--- src/rtl/spike_rate_decoder_if.sv ---
// Spike decoder bus: enable and spike level towards the decoder, with rate and
// inter-spike-interval results coming back.
//   en, spike              : count enable and neuron spike level
//   rate, rate_valid       : spike count of the last completed window and its update pulse
//   rate_ovf               : last completed window saturated
//   isi, isi_valid         : interval between the two most recent spikes and its update pulse
interface spike_rate_decoder_if;
  logic       en;
  logic       spike;
  logic [7:0] rate;
  logic       rate_valid;
  logic       rate_ovf;
  logic [7:0] isi;
  logic       isi_valid;

  modport master (
    output en, spike,
    input  rate, rate_valid, rate_ovf, isi, isi_valid
  );

  modport slave (
    input  en, spike,
    output rate, rate_valid, rate_ovf, isi, isi_valid
  );
endinterface

--- src/rtl/spike_rate_decoder.sv ---
// Spike-train decoder: turns the neuron's binary spike output into a windowed
// spike count (rate code) and the interval between the last two spikes (ISI).
//   WINDOW : window length in enabled cycles (2..65536)
//   clk    : clock, rising edge
//   rst    : synchronous active-high reset
//   bus    : slave side of spike_rate_decoder_if (en/spike in, rate/isi results out)
// All outputs are registered.
module spike_rate_decoder #(
  parameter int unsigned WINDOW = 256
) (
  input logic                 clk,
  input logic                 rst,
  spike_rate_decoder_if.slave bus
);

  localparam int unsigned     WcntW    = (WINDOW > 1) ? $clog2(WINDOW) : 1;
  localparam logic [WcntW-1:0] WcntLast = WcntW'(WINDOW - 1);

  logic             spk_q;
  logic [WcntW-1:0] wcnt_q, wcnt_d;
  logic [7:0]       scnt_q, scnt_d;
  logic             sat_q, sat_d;
  logic [7:0]       icnt_q, icnt_d;
  logic             seen_q, seen_d;
  logic [7:0]       rate_q, rate_d;
  logic             rate_valid_q, rate_valid_d;
  logic             rate_ovf_q, rate_ovf_d;
  logic [7:0]       isi_q, isi_d;
  logic             isi_valid_q, isi_valid_d;

  logic       spk_edge;
  logic       closing;
  logic [7:0] scnt_sum;
  logic       sat_now;
  logic [7:0] icnt_inc;

  // spk_q tracks the raw level even while disabled, so a spike already high
  // when en re-asserts does not produce an edge.
  assign spk_edge = bus.spike & ~spk_q & bus.en;
  assign closing  = bus.en & (wcnt_q == WcntLast);
  assign scnt_sum = (scnt_q == 8'hff) ? 8'hff : scnt_q + {7'd0, spk_edge};
  // Saturation including this cycle's edge, so a closing-cycle edge is reported.
  assign sat_now  = sat_q | (scnt_sum == 8'hff);
  assign icnt_inc = (icnt_q == 8'hff) ? 8'hff : icnt_q + 8'd1;

  always_comb begin
    wcnt_d       = wcnt_q;
    scnt_d       = scnt_q;
    sat_d        = sat_q;
    icnt_d       = icnt_q;
    seen_d       = seen_q;
    rate_d       = rate_q;
    rate_ovf_d   = rate_ovf_q;
    rate_valid_d = 1'b0;
    isi_d        = isi_q;
    isi_valid_d  = 1'b0;

    if (bus.en) begin
      wcnt_d = wcnt_q + WcntW'(1);
      scnt_d = scnt_sum;
      sat_d  = sat_now;
      icnt_d = spk_edge ? 8'd0 : icnt_inc;
    end

    if (closing) begin
      rate_d       = scnt_sum;
      rate_ovf_d   = sat_now;
      rate_valid_d = 1'b1;
      wcnt_d       = '0;
      scnt_d       = 8'd0;
      sat_d        = 1'b0;
    end

    if (spk_edge) begin
      seen_d = 1'b1;
      // icnt counts the cycles strictly between edges; +1 gives the spacing.
      if (seen_q) begin
        isi_d       = icnt_inc;
        isi_valid_d = 1'b1;
      end
    end
  end

  always_ff @(posedge clk) begin
    if (rst) begin
      spk_q        <= 1'b0;
      wcnt_q       <= '0;
      scnt_q       <= 8'd0;
      sat_q        <= 1'b0;
      icnt_q       <= 8'd0;
      seen_q       <= 1'b0;
      rate_q       <= 8'd0;
      rate_valid_q <= 1'b0;
      rate_ovf_q   <= 1'b0;
      isi_q        <= 8'd0;
      isi_valid_q  <= 1'b0;
    end else begin
      spk_q        <= bus.spike;
      wcnt_q       <= wcnt_d;
      scnt_q       <= scnt_d;
      sat_q        <= sat_d;
      icnt_q       <= icnt_d;
      seen_q       <= seen_d;
      rate_q       <= rate_d;
      rate_valid_q <= rate_valid_d;
      rate_ovf_q   <= rate_ovf_d;
      isi_q        <= isi_d;
      isi_valid_q  <= isi_valid_d;
    end
  end

  assign bus.rate       = rate_q;
  assign bus.rate_valid = rate_valid_q;
  assign bus.rate_ovf   = rate_ovf_q;
  assign bus.isi        = isi_q;
  assign bus.isi_valid  = isi_valid_q;

endmodule

--- src/flat_wrapper.sv ---
// flat-port wrapper written by rule: the top's interface ports become plain ports
module spike_rate_decoder_flat 
#(
  parameter int unsigned WINDOW = 256
)
  (clk, rst, bus_en, bus_spike, bus_rate, bus_rate_valid, bus_rate_ovf, bus_isi, bus_isi_valid);
  spike_rate_decoder_if bus_i ();
  input logic clk;
  input logic rst;
  input wire logic [$bits(bus_i.en)-1:0] bus_en;
  input wire logic [$bits(bus_i.spike)-1:0] bus_spike;
  output wire logic [$bits(bus_i.rate)-1:0] bus_rate;
  output wire logic [$bits(bus_i.rate_valid)-1:0] bus_rate_valid;
  output wire logic [$bits(bus_i.rate_ovf)-1:0] bus_rate_ovf;
  output wire logic [$bits(bus_i.isi)-1:0] bus_isi;
  output wire logic [$bits(bus_i.isi_valid)-1:0] bus_isi_valid;
  assign bus_i.en = bus_en;
  assign bus_i.spike = bus_spike;
  assign bus_rate = bus_i.rate;
  assign bus_rate_valid = bus_i.rate_valid;
  assign bus_rate_ovf = bus_i.rate_ovf;
  assign bus_isi = bus_i.isi;
  assign bus_isi_valid = bus_i.isi_valid;
  spike_rate_decoder #(.WINDOW(WINDOW)) u_core (.clk(clk), .rst(rst), .bus(bus_i));
endmodule
--- config.mk ---
export PLATFORM = sky130hd
export DESIGN_NAME = spike_rate_decoder_flat
export DESIGN_NICKNAME = d
export VERILOG_FILES = /design/src/rtl/spike_rate_decoder_if.sv /design/src/rtl/spike_rate_decoder.sv /design/src/flat_wrapper.sv
export SDC_FILE = /design/constraint.sdc
export NUM_CORES = 1
export LEC_CHECK = 0
export BUFFER_PORTS_ARGS = -buffer_cell sky130_fd_sc_hd__buf_2
export CAP_MARGIN = 30
export CORE_MARGIN = 1
export CORE_UTILIZATION = 55
export CTS_CLUSTER_SIZE = 10
export DETAILED_ROUTE_END_ITERATION = 7
export PLACE_DENSITY = 0.77
export SLEW_MARGIN = 20
export SYNTH_ARGS = -nofsm -noshare
export SYNTH_HDL_FRONTEND = slang
export SYNTH_SLANG_ARGS = --single-unit
--- constraint.sdc ---
create_clock -name clk -period 2.6 [get_ports clk]
set_clock_uncertainty 0.05 [all_clocks]
set_input_delay 0 -clock clk [delete_from_list [all_inputs] [get_ports clk]]
set_output_delay 0 -clock clk [all_outputs]
set_load 0.01 [all_outputs]
# ---- Word-level counts from Yosys, hierarchy flattened
# Cells that the tools add are included.
# Widths: inputs -> output; s select.
dict set report totals {
  regBits 46
  inputBits 4
  wordCells 32
}
dict set report op_classes {
  bitwise_logic 6
  eq_ne 4
  n_mux 5
  add_sub_neg 3
  reduce_logical 3
}
# op count
set op_table {}
lappend op_table {{$eq 8x8->1 const B} 4}
lappend op_table {{$mux 8} 3}
lappend op_table {{$add 8x1->8 const B} 2}
lappend op_table {{$add 8x1->8} 1}
lappend op_table {{$reduce_or 2->1} 2}
lappend op_table {{$and 1x1->1} 3}
lappend op_table {{$mux 1} 2}
lappend op_table {{$not 1->1} 2}
lappend op_table {{$reduce_and 2->1} 1}
lappend op_table {{$or 1x1->1} 1}

# ---- Longest topological paths before layout
# Gate-level depths: netlist (run 1).
dict set report depth {
  ltp_word 7
  depth_mapped 11
  depth_no_buf 9
}

# ---- Worst setup path after synthesis (run 1)
# No wires, ideal clock.
dict set report synth_timing {
  path_type {reg2reg}
  start {reg u_core.spk_q}
  end {reg u_core.rate_ovf_q (netlist: u_core.bus.rate_ovf)}
  t_arrival_ns 2.156
  period_less_slack_ns 2.294
  required_ns 2.462
  path_stages_with_launch 11
  setup_time_ns 0.088
  slack_ns 0.306
  cell_sequence {dfxtp_1 -> nand3b_1 -> inv_1 -> ha_1 -> ha_1 -> buf_2 -> and4b_1 -> o211ai_1 -> and4_1 -> a311o_1 -> a311oi_2}
}
dict set report synth_between {
  elab_chain_len 7
}
# element line_no
set synth_lines {}
lappend synth_lines {{from (decl)} spike_rate_decoder.sv:19} ;# logic spk_q;
lappend synth_lines {{from (signal assigned)} spike_rate_decoder.sv:98} ;# spk_q <= bus.spike;
lappend synth_lines {{$not 1->1} spike_rate_decoder.sv:39} ;# assign spk_edge = bus.spike & ~spk_q & bus.en;
lappend synth_lines {{$and 1x1->1 (2 in series)} spike_rate_decoder.sv:39}
lappend synth_lines {{$add 8x1->8} spike_rate_decoder.sv:41} ;# assign scnt_sum = (scnt_q == 8'hff) ? 8'hff : scnt_q + {7'd0, spk_edge};
lappend synth_lines {{$mux 8} spike_rate_decoder.sv:41}
lappend synth_lines {{$eq 8x8->1} spike_rate_decoder.sv:43} ;# assign sat_now = sat_q | (scnt_sum == 8'hff);
lappend synth_lines {{$or 1x1->1} spike_rate_decoder.sv:43}
lappend synth_lines {{to (signal assigned)} spike_rate_decoder.sv:106} ;# rate_ovf_q <= rate_ovf_d;
lappend synth_lines {{to (decl)} spike_rate_decoder.sv:27} ;# logic rate_ovf_q, rate_ovf_d;
# No other way between the ends.
# A chain may end at the register's enable or synchronous reset.

# ---- Worst setup path after layout (run 1)
# Same ends and word-level chain as after synthesis.

==> results.md, run 1 <==
* Antenna Cells at 0
* Status: completed
* I/O pins at 23
* Fin cells at 318
* Max_cap viols at 0
* Via density at about 5.5
* Largest net degree at the start of global routing at 35
* Port buffer count at 22
* Seq pwr share at 55.3%
* R2r worst-path depth at 9
* Layout area overhead at 9.93%
* Layout cells sized above 1 at approximately 14%
* Grt ovf at 0
* Most used routing layer: met2
* DRC at 0
* Worst reg2reg path startpoint: u_core.spk_q
* Die Y at 65.1 microns
* Htree depth at 2
* Seq. cell area at a little over 900 sq um
* R2r setup slk at 0.27 ns
* Final Max Slew Viols at 0
* Setup crit end kind: register
* Top-area cell type share of the netlist area at 42.0%
* Die width at between 60 and 70 microns
* Period utilization at about nine tenths
* Detailed-route via count at 1,740
* Die ar. at approximately 0.0042 sq mm
* Starting DRT DRC Count at 104
* WHS Path Cells at 3
* Hold path start: rst
* GR Util met2 at 32.3%
* Post-synthesis cell type count at 38
* Starting Density at 58.6%
* Slew HR at 57.3%
* Yosys top cell by area: dfxtp_1
* Sum Neg Setup Slack at 0 ns
* Synth Flop Type: dfxtp_1
* YS warnings at 0
* CTS root buffer: clkbuf_8
* EDFF count, synth at 0
* Cell Area, Synth at 0.00219 sq mm
* Worst-path maximum fanout at 10
* Core ar. at 0.00374 sq mm
* Crit path DAT at 2.49 ns
* Slew @ Worst Pin at 0.641 ns
* Hold Path End: u_core.wcnt_q[2]
* PD cells at 544 mW/mm^2
* Final hold slack at 0.135 ns
* Synth top cells by count: dfxtp_1, nor2_1, nand2_1
* Fill cell count at about 330
* Area contributors post-synth: dfxtp_1, nor2_1, nand2_1
* Int Power at slightly above 1 mW
* Final Hold Viols at 0
* Post-CTS Setup Bufs at 0
* Post-DR wirelength/cell at roughly 13 microns
* Post-Synthesis Net Count at 263
* Multi-input logic area at 0.00117 sq mm
* Logic pwr share at 5.6%
* Site Rows at 22
* Seq cells post-synth at 46
* Clock transition at path regs at 0.08 ns
* Clk Latency, worst-skew pair at between 0.2 and 0.3 ns
* Count leader, synth: dfxtp_1
* RSZ-0062 raised after global routing: false
* Vias in the first global route at 1,604
* DP HPWL at about 2700 microns
* Final WL at 4000 microns
* CTS Buf Count at 5
* Avg Inst Size Synth at 8.60 sq um
* Total power at 1.31 mW
* Critical R2R Capture: u_core.bus.rate_ovf
* Initial antenna violation count at 0
* Max IR drop VDD at 0.326 mV
* Final #Nets at 277
* Sw Ratio at a little over a fifth
* Critical path cell sequence: nand3b_1 > inv_1 > ha_1 > ha_2 > and4b_1 > o211ai_1 > and4_1 > a311o_1 > a311oi_2
* Grt met1 use at 31.2%
* Worst path required time at 2.76 ns
* Grt met3 use at roughly 4.5%
* Gpl congestion at 0.839
* Setup crit start kind: register
* Slowest-stage cell, CP: dfxtp_1
* Routed Antenna Nets at 0
* Cells after DPL at 309
* Crit-path max cell delay at 0.30 ns
* CTS tree: built
* First-pass iteration count of the detailed router at 4
* First-pass GRT wire length at 7260 microns
* Hold Path Class: in2reg
* Post-layout min period at 2.33 ns
* Clock sink count at 46
* Synth async-reset ratio at 0%
* Final setup fails at 0
* Sequential-to-total area share from yosys stat at 42.0%
* Syn Inst Count at 255
* Clock power frac at around two fifths
* Clock buffer depth at 2
* Sw power at 0.279 mW
* Total track usage at 22.0%
* Leakage power at 0.894 nW
* Critical path type: reg2reg
* Fmax at 0.430 GHz
layer usage:
metal / vias to the layer above / share of wire (%) / wire, microns
li1: 927 / - / -
met1: 781 / 54 / 2160
met2: 28 / 42 / 1680
met3: 4 / 3.1 / 125
met4: 0 / 0.92 / 37
met5: - / 0 / 0
repair_timing:
action,CTS,global route
hold buffers,1,0
endpoints found under the hold margin,1,0
resized for setup,0,1
endpoints found under the setup margin,0,1
cell type report:
class                      count  area share [%]
sequential                    46            38.2
clock inverter                 1            1.25
clock buffer                   7            3.17
multi-input combinational    187            48.5
tap                           48            2.49
timing repair buffer          26            5.92
inverter                       3           0.467
how the worst max path moves through the flow:
stage	startpoint	to	slack [ns]
final	u_core.spk_q	u_core.bus.rate_ovf	0.27
after global routing	u_core.spk_q	u_core.bus.rate_ovf	0.08
after CTS	u_core.spk_q	u_core.bus.rate_ovf	0.18
after detailed placement	u_core.spk_q	u_core.bus.rate_ovf	0.22
after global placement	u_core.spk_q	u_core.bus.rate_ovf	0.28
after floorplan	u_core.spk_q	u_core.bus.rate_ovf	0.31
cells by family after synthesis:
group,synth area share (%)
xor+xnor,6.39
fa+ha+maj,2.28
simple gates,26.0
compound gates,14.7
flops,42.0
mux,3.82
buf+inv,4.79
critical path: cells and delay by family, from the launching register on:
kind,cells,cell delay (ns)
and+or+nand+nor,3,0.58
DFF,1,0.30
buffers and inverters,1,0.14
adders and majority gates,2,0.53
AOI/OAI and AO/OA,3,0.65
metrics by stage:
stage,setup slack (ns),util (%),instance area (sq um)
finish,0.273,64.4,2410
global placement,0.283,61.2,2290
detailed placement,0.219,61.2,2290
floorplan,0.306,-,2190
global route,0.0792,64.4,2410
CTS,0.180,64.3,2410
flip-flops by register name (all words and copies together), names as in the netlist:
signal / cells
u_core.bus.isi: 8
u_core.bus.rate: 8
u_core.icnt_q: 8
u_core.scnt_q: 8
u_core.wcnt_q: 8
u_core.bus.isi_valid: 1
u_core.bus.rate_ovf: 1
u_core.bus.rate_valid: 1
u_core.sat_q: 1
u_core.seen_q: 1
u_core.spk_q: 1
power groups by stage:
stage,registers (mW),logic [mW],clock network [mW]
final,0.726,0.0740,0.512
after global routing,0.728,0.0850,0.552
after CTS,0.726,0.0736,0.521
after detailed placement,0.743,0.0717,0
after global placement,0.742,0.0713,0
after floorplan,0.742,0.0546,0
layout by cell type, fill, tap and decap left out, types with 3 or more instances in the layout:
| master | synthesis | final |
|---|---|---|
| and4_1 | 4 | 4 |
| xnor2_1 | 9 | 9 |
| mux2i_1 | 5 | 5 |
| nand2_1 | 25 | 25 |
| xor2_1 | 7 | 7 |
| nand3_1 | 7 | 7 |
| buf_4 | 4 | 3 |
| dfxtp_1 | 46 | 46 |
| a311oi_1 | 9 | 9 |
| buf_2 | 5 | 22 |
| nor2b_1 | 4 | 4 |
| a211oi_1 | 9 | 9 |
| o211ai_1 | 4 | 4 |
| o21ai_0 | 5 | 5 |
| and3_1 | 4 | 4 |
| nor2_1 | 37 | 37 |
| inv_1 | 3 | 3 |
| nand4_1 | 10 | 10 |
| clkbuf_8 | 0 | 5 |
| nor3_1 | 3 | 3 |
| ha_1 | 4 | 3 |
| mux2_2 | 3 | 3 |
| and2_1 | 3 | 3 |
| nand2b_1 | 5 | 5 |
| a21oi_1 | 15 | 15 |
(Power assumes the default switching activity.)
==> inputs of run 2 (changes only) <==
--- a/config.mk
+++ b/config.mk
@@ -11,7 +11,7 @@
 export CORE_UTILIZATION = 55
 export CTS_CLUSTER_SIZE = 10
 export DETAILED_ROUTE_END_ITERATION = 7
-export PLACE_DENSITY = 0.77
+export PLACE_DENSITY = 0.78
 export SLEW_MARGIN = 20
 export SYNTH_ARGS = -nofsm -noshare
 export SYNTH_HDL_FRONTEND = slang
==> constraint.sdc (replaced) <==
create_clock -name clk -period 2.6 [get_ports clk]
set_clock_uncertainty 0.05 [all_clocks]
set_input_delay 0 -clock clk [delete_from_list [all_inputs] [get_ports clk]]
set_output_delay 0 -clock clk [all_outputs]
set_load 0.05 [all_outputs]
==> run 2 against run 1 <==
Sequential cell count stayed put. Clock power about the same. Sequential power hardly changed. First-iteration DRC count is 0.96% lower. Power grew 0.84%. Core utilization stayed put. Critical endpoint unchanged. Global-route usage down 1.0 points. Count of clock-buffer cells in the layout is 2 lower. Fmax is 4.6% lower.
==> results.md, run 2 (synthesis results as in run 1) <==
* Status: completed
* Period utilization at 93.9% (+4.4 points)
* Via density at 5.63 (+2.8%)
* Cell repeated most along the worst path: ha_1
* Detailed-route via count at 1,789 (+2.8%)
* Leakage power at 0.902 nW (+0.92%)
* Die width at 65.1 microns (unchanged)
* Fmax at 0.410 GHz (-4.6%)
* Grt met3 use at 5.38% (+0.87 points)
* Starting DRT DRC Count at 103 (-0.96%)
* Clock sink count at 46 (unchanged)
* Grt met1 use at 29.2% (-2.0 points)
* Initial antenna violation count at 0 (unchanged)
* Clock buffer depth at 2 (unchanged)
* Layout area overhead at 9.93% (unchanged)
* Worst path required time at 2.77 ns (about the same)
* Slowest-stage cell, CP: ha_1
* First-pass GRT wire length at 6910 microns (-4.8%)
* Setup crit end kind: register
* Die Y at 65.1 microns (unchanged)
* R2r setup slk at 0.16 ns (-0.11 ns)
* Most used routing layer: met2
* I/O pins at 23 (unchanged)
* Final #Nets at 277 (unchanged)
* Multi-input logic area at 0.00117 sq mm (-0.21%)
* Total power at 1.32 mW (+0.84%)
* Vias in the first global route at 1,531 (-4.6%)
* Slew HR at 59.9% (+2.6 points)
* Commonest cells after routing, fill and taps aside: dfxtp_1, nor2_1, nand2_1
* Gpl congestion at 0.795 (-5.2%)
* Routed Antenna Nets at 0 (unchanged)
* Post-CTS Setup Bufs at 0 (unchanged)
* Final setup fails at 0 (unchanged)
* DRC at 0 (unchanged)
* Setup crit start kind: register
* DP HPWL at 2650 microns (-0.14%)
* Crit-path max cell delay at 0.37 ns (+0.07 ns)
* Layout cells sized above 1 at 14.4% (+0.37 points)
* Htree depth at 2 (unchanged)
* Antenna Cells at 0 (unchanged)
* Clock transition at path regs at 0.08 ns (about the same)
* Core ar. at 0.00374 sq mm (unchanged)
* Grt ovf at 0 (unchanged)
* Worst-path maximum fanout at 10 (unchanged)
* CTS Buf Count at 5 (unchanged)
* Post-layout min period at 2.44 ns (+0.113 ns)
* Seq. cell area at 921 sq um (unchanged)
* PD cells at 549 mW/mm^2 (+0.84%)
* Critical path cell sequence: nand3b_1 > inv_1 > ha_1 > ha_1 > and4b_1 > o211ai_1 > and4_1 > a311o_1 > a311oi_2
* Max_cap viols at 0 (unchanged)
* Clk Latency, worst-skew pair at 0.30 ns (about the same)
* Max IR drop VDD at 0.430 mV (+32%)
* Hold Path Class: in2reg
* Fill cell count at 345 (+5.2%)
* CTS root buffer: clkbuf_8
* Sum Neg Setup Slack at 0 ns (unchanged)
* Port buffer count at 22 (unchanged)
* Final Hold Viols at 0 (unchanged)
* RSZ-0062 raised after global routing: false
* Site Rows at 22 (unchanged)
* Number of gates resized after cts at 0 (unchanged)
* Slew @ Worst Pin at 0.602 ns (-0.0387 ns)
* Die ar. at 0.00424 sq mm (unchanged)
* Most common cell after layout, fill and taps aside: dfxtp_1
* First-pass iteration count of the detailed router at 4 (unchanged)
* Final Max Slew Viols at 0 (unchanged)
* Starting Density at 58.6% (unchanged)
* Post-DR wirelength/cell at 12.6 microns (+0.12%)
* Critical path type: reg2reg
* Largest net degree at the start of global routing at 35 (unchanged)
* Final WL at 4010 microns (+0.12%)
* Total track usage at 21.0% (-1.0 points)
* GR Util met2 at 30.9% (-1.4 points)
* Crit path DAT at 2.61 ns (+0.12 ns)
* CTS tree: built
run 2: final cells by class:
class / instances / area share (%)
Clock buffer: 5 / 2.86
Clock inverter: 3 / 1.66
Inverter: 3 / 0.467
Multi-Input combinational cell: 187 / 48.4
Sequential cell: 46 / 38.2
Tap cell: 48 / 2.49
Timing Repair Buffer: 26 / 5.92
run 2: repair_timing:
action / 4_1_cts / 5_1_grt
setup endpoints to repair: 0 / 0
endpoints found under the hold margin: 1 / 0
hold buffers: 1 / 0
run 2: per-stage QoR:
step	util, %	instance area, sq um	worst slack [ns]	hold slack (ns)	cells
after detailed placement	61.2	2290	0.194	0.193	309
after global placement	61.2	2290	0.295	0.185	309
after CTS	64.4	2410	0.169	0.130	318
final	64.4	2410	0.160	0.132	318
after floorplan	-	2190	0.306	0.0782	255
after global routing	64.4	2410	0.0402	0.145	318
run 2: report_power, final:
group          switching [mW]  total (mW)  internal (mW)
sequential             0.0100       0.726          0.716
combinational          0.0525      0.0818         0.0293
clock                   0.232       0.515          0.283
total                   0.295        1.32           1.03
run 2: metal layers:
layer  up-vias  wire [microns]  share of wire, %
met3         8             177               4.4
met1       803            2110                53
met5         -               0                 0
li1        932               -                 -
met2        46            1650                41
met4         0              73               1.8
run 2: worst paths after layout:
kind	startpoint	end	cells past startpoint
min	rst	u_core.seen_q	3
max	u_core.spk_q	u_core.bus.rate_ovf	9
min reg2reg	u_core.bus.isi[6]	u_core.bus.isi[6]	2
max reg2reg	u_core.spk_q	u_core.bus.rate_ovf	9
run 2: critical path: cells and delay by family, from the launching register on:
kind | cells | cell delay [ns]
buffers and inverters | 1 | 0.13
and+or+nand+nor | 3 | 0.62
AOI/OAI and AO/OA | 3 | 0.65
adders and majority gates | 2 | 0.60
DFF | 1 | 0.30
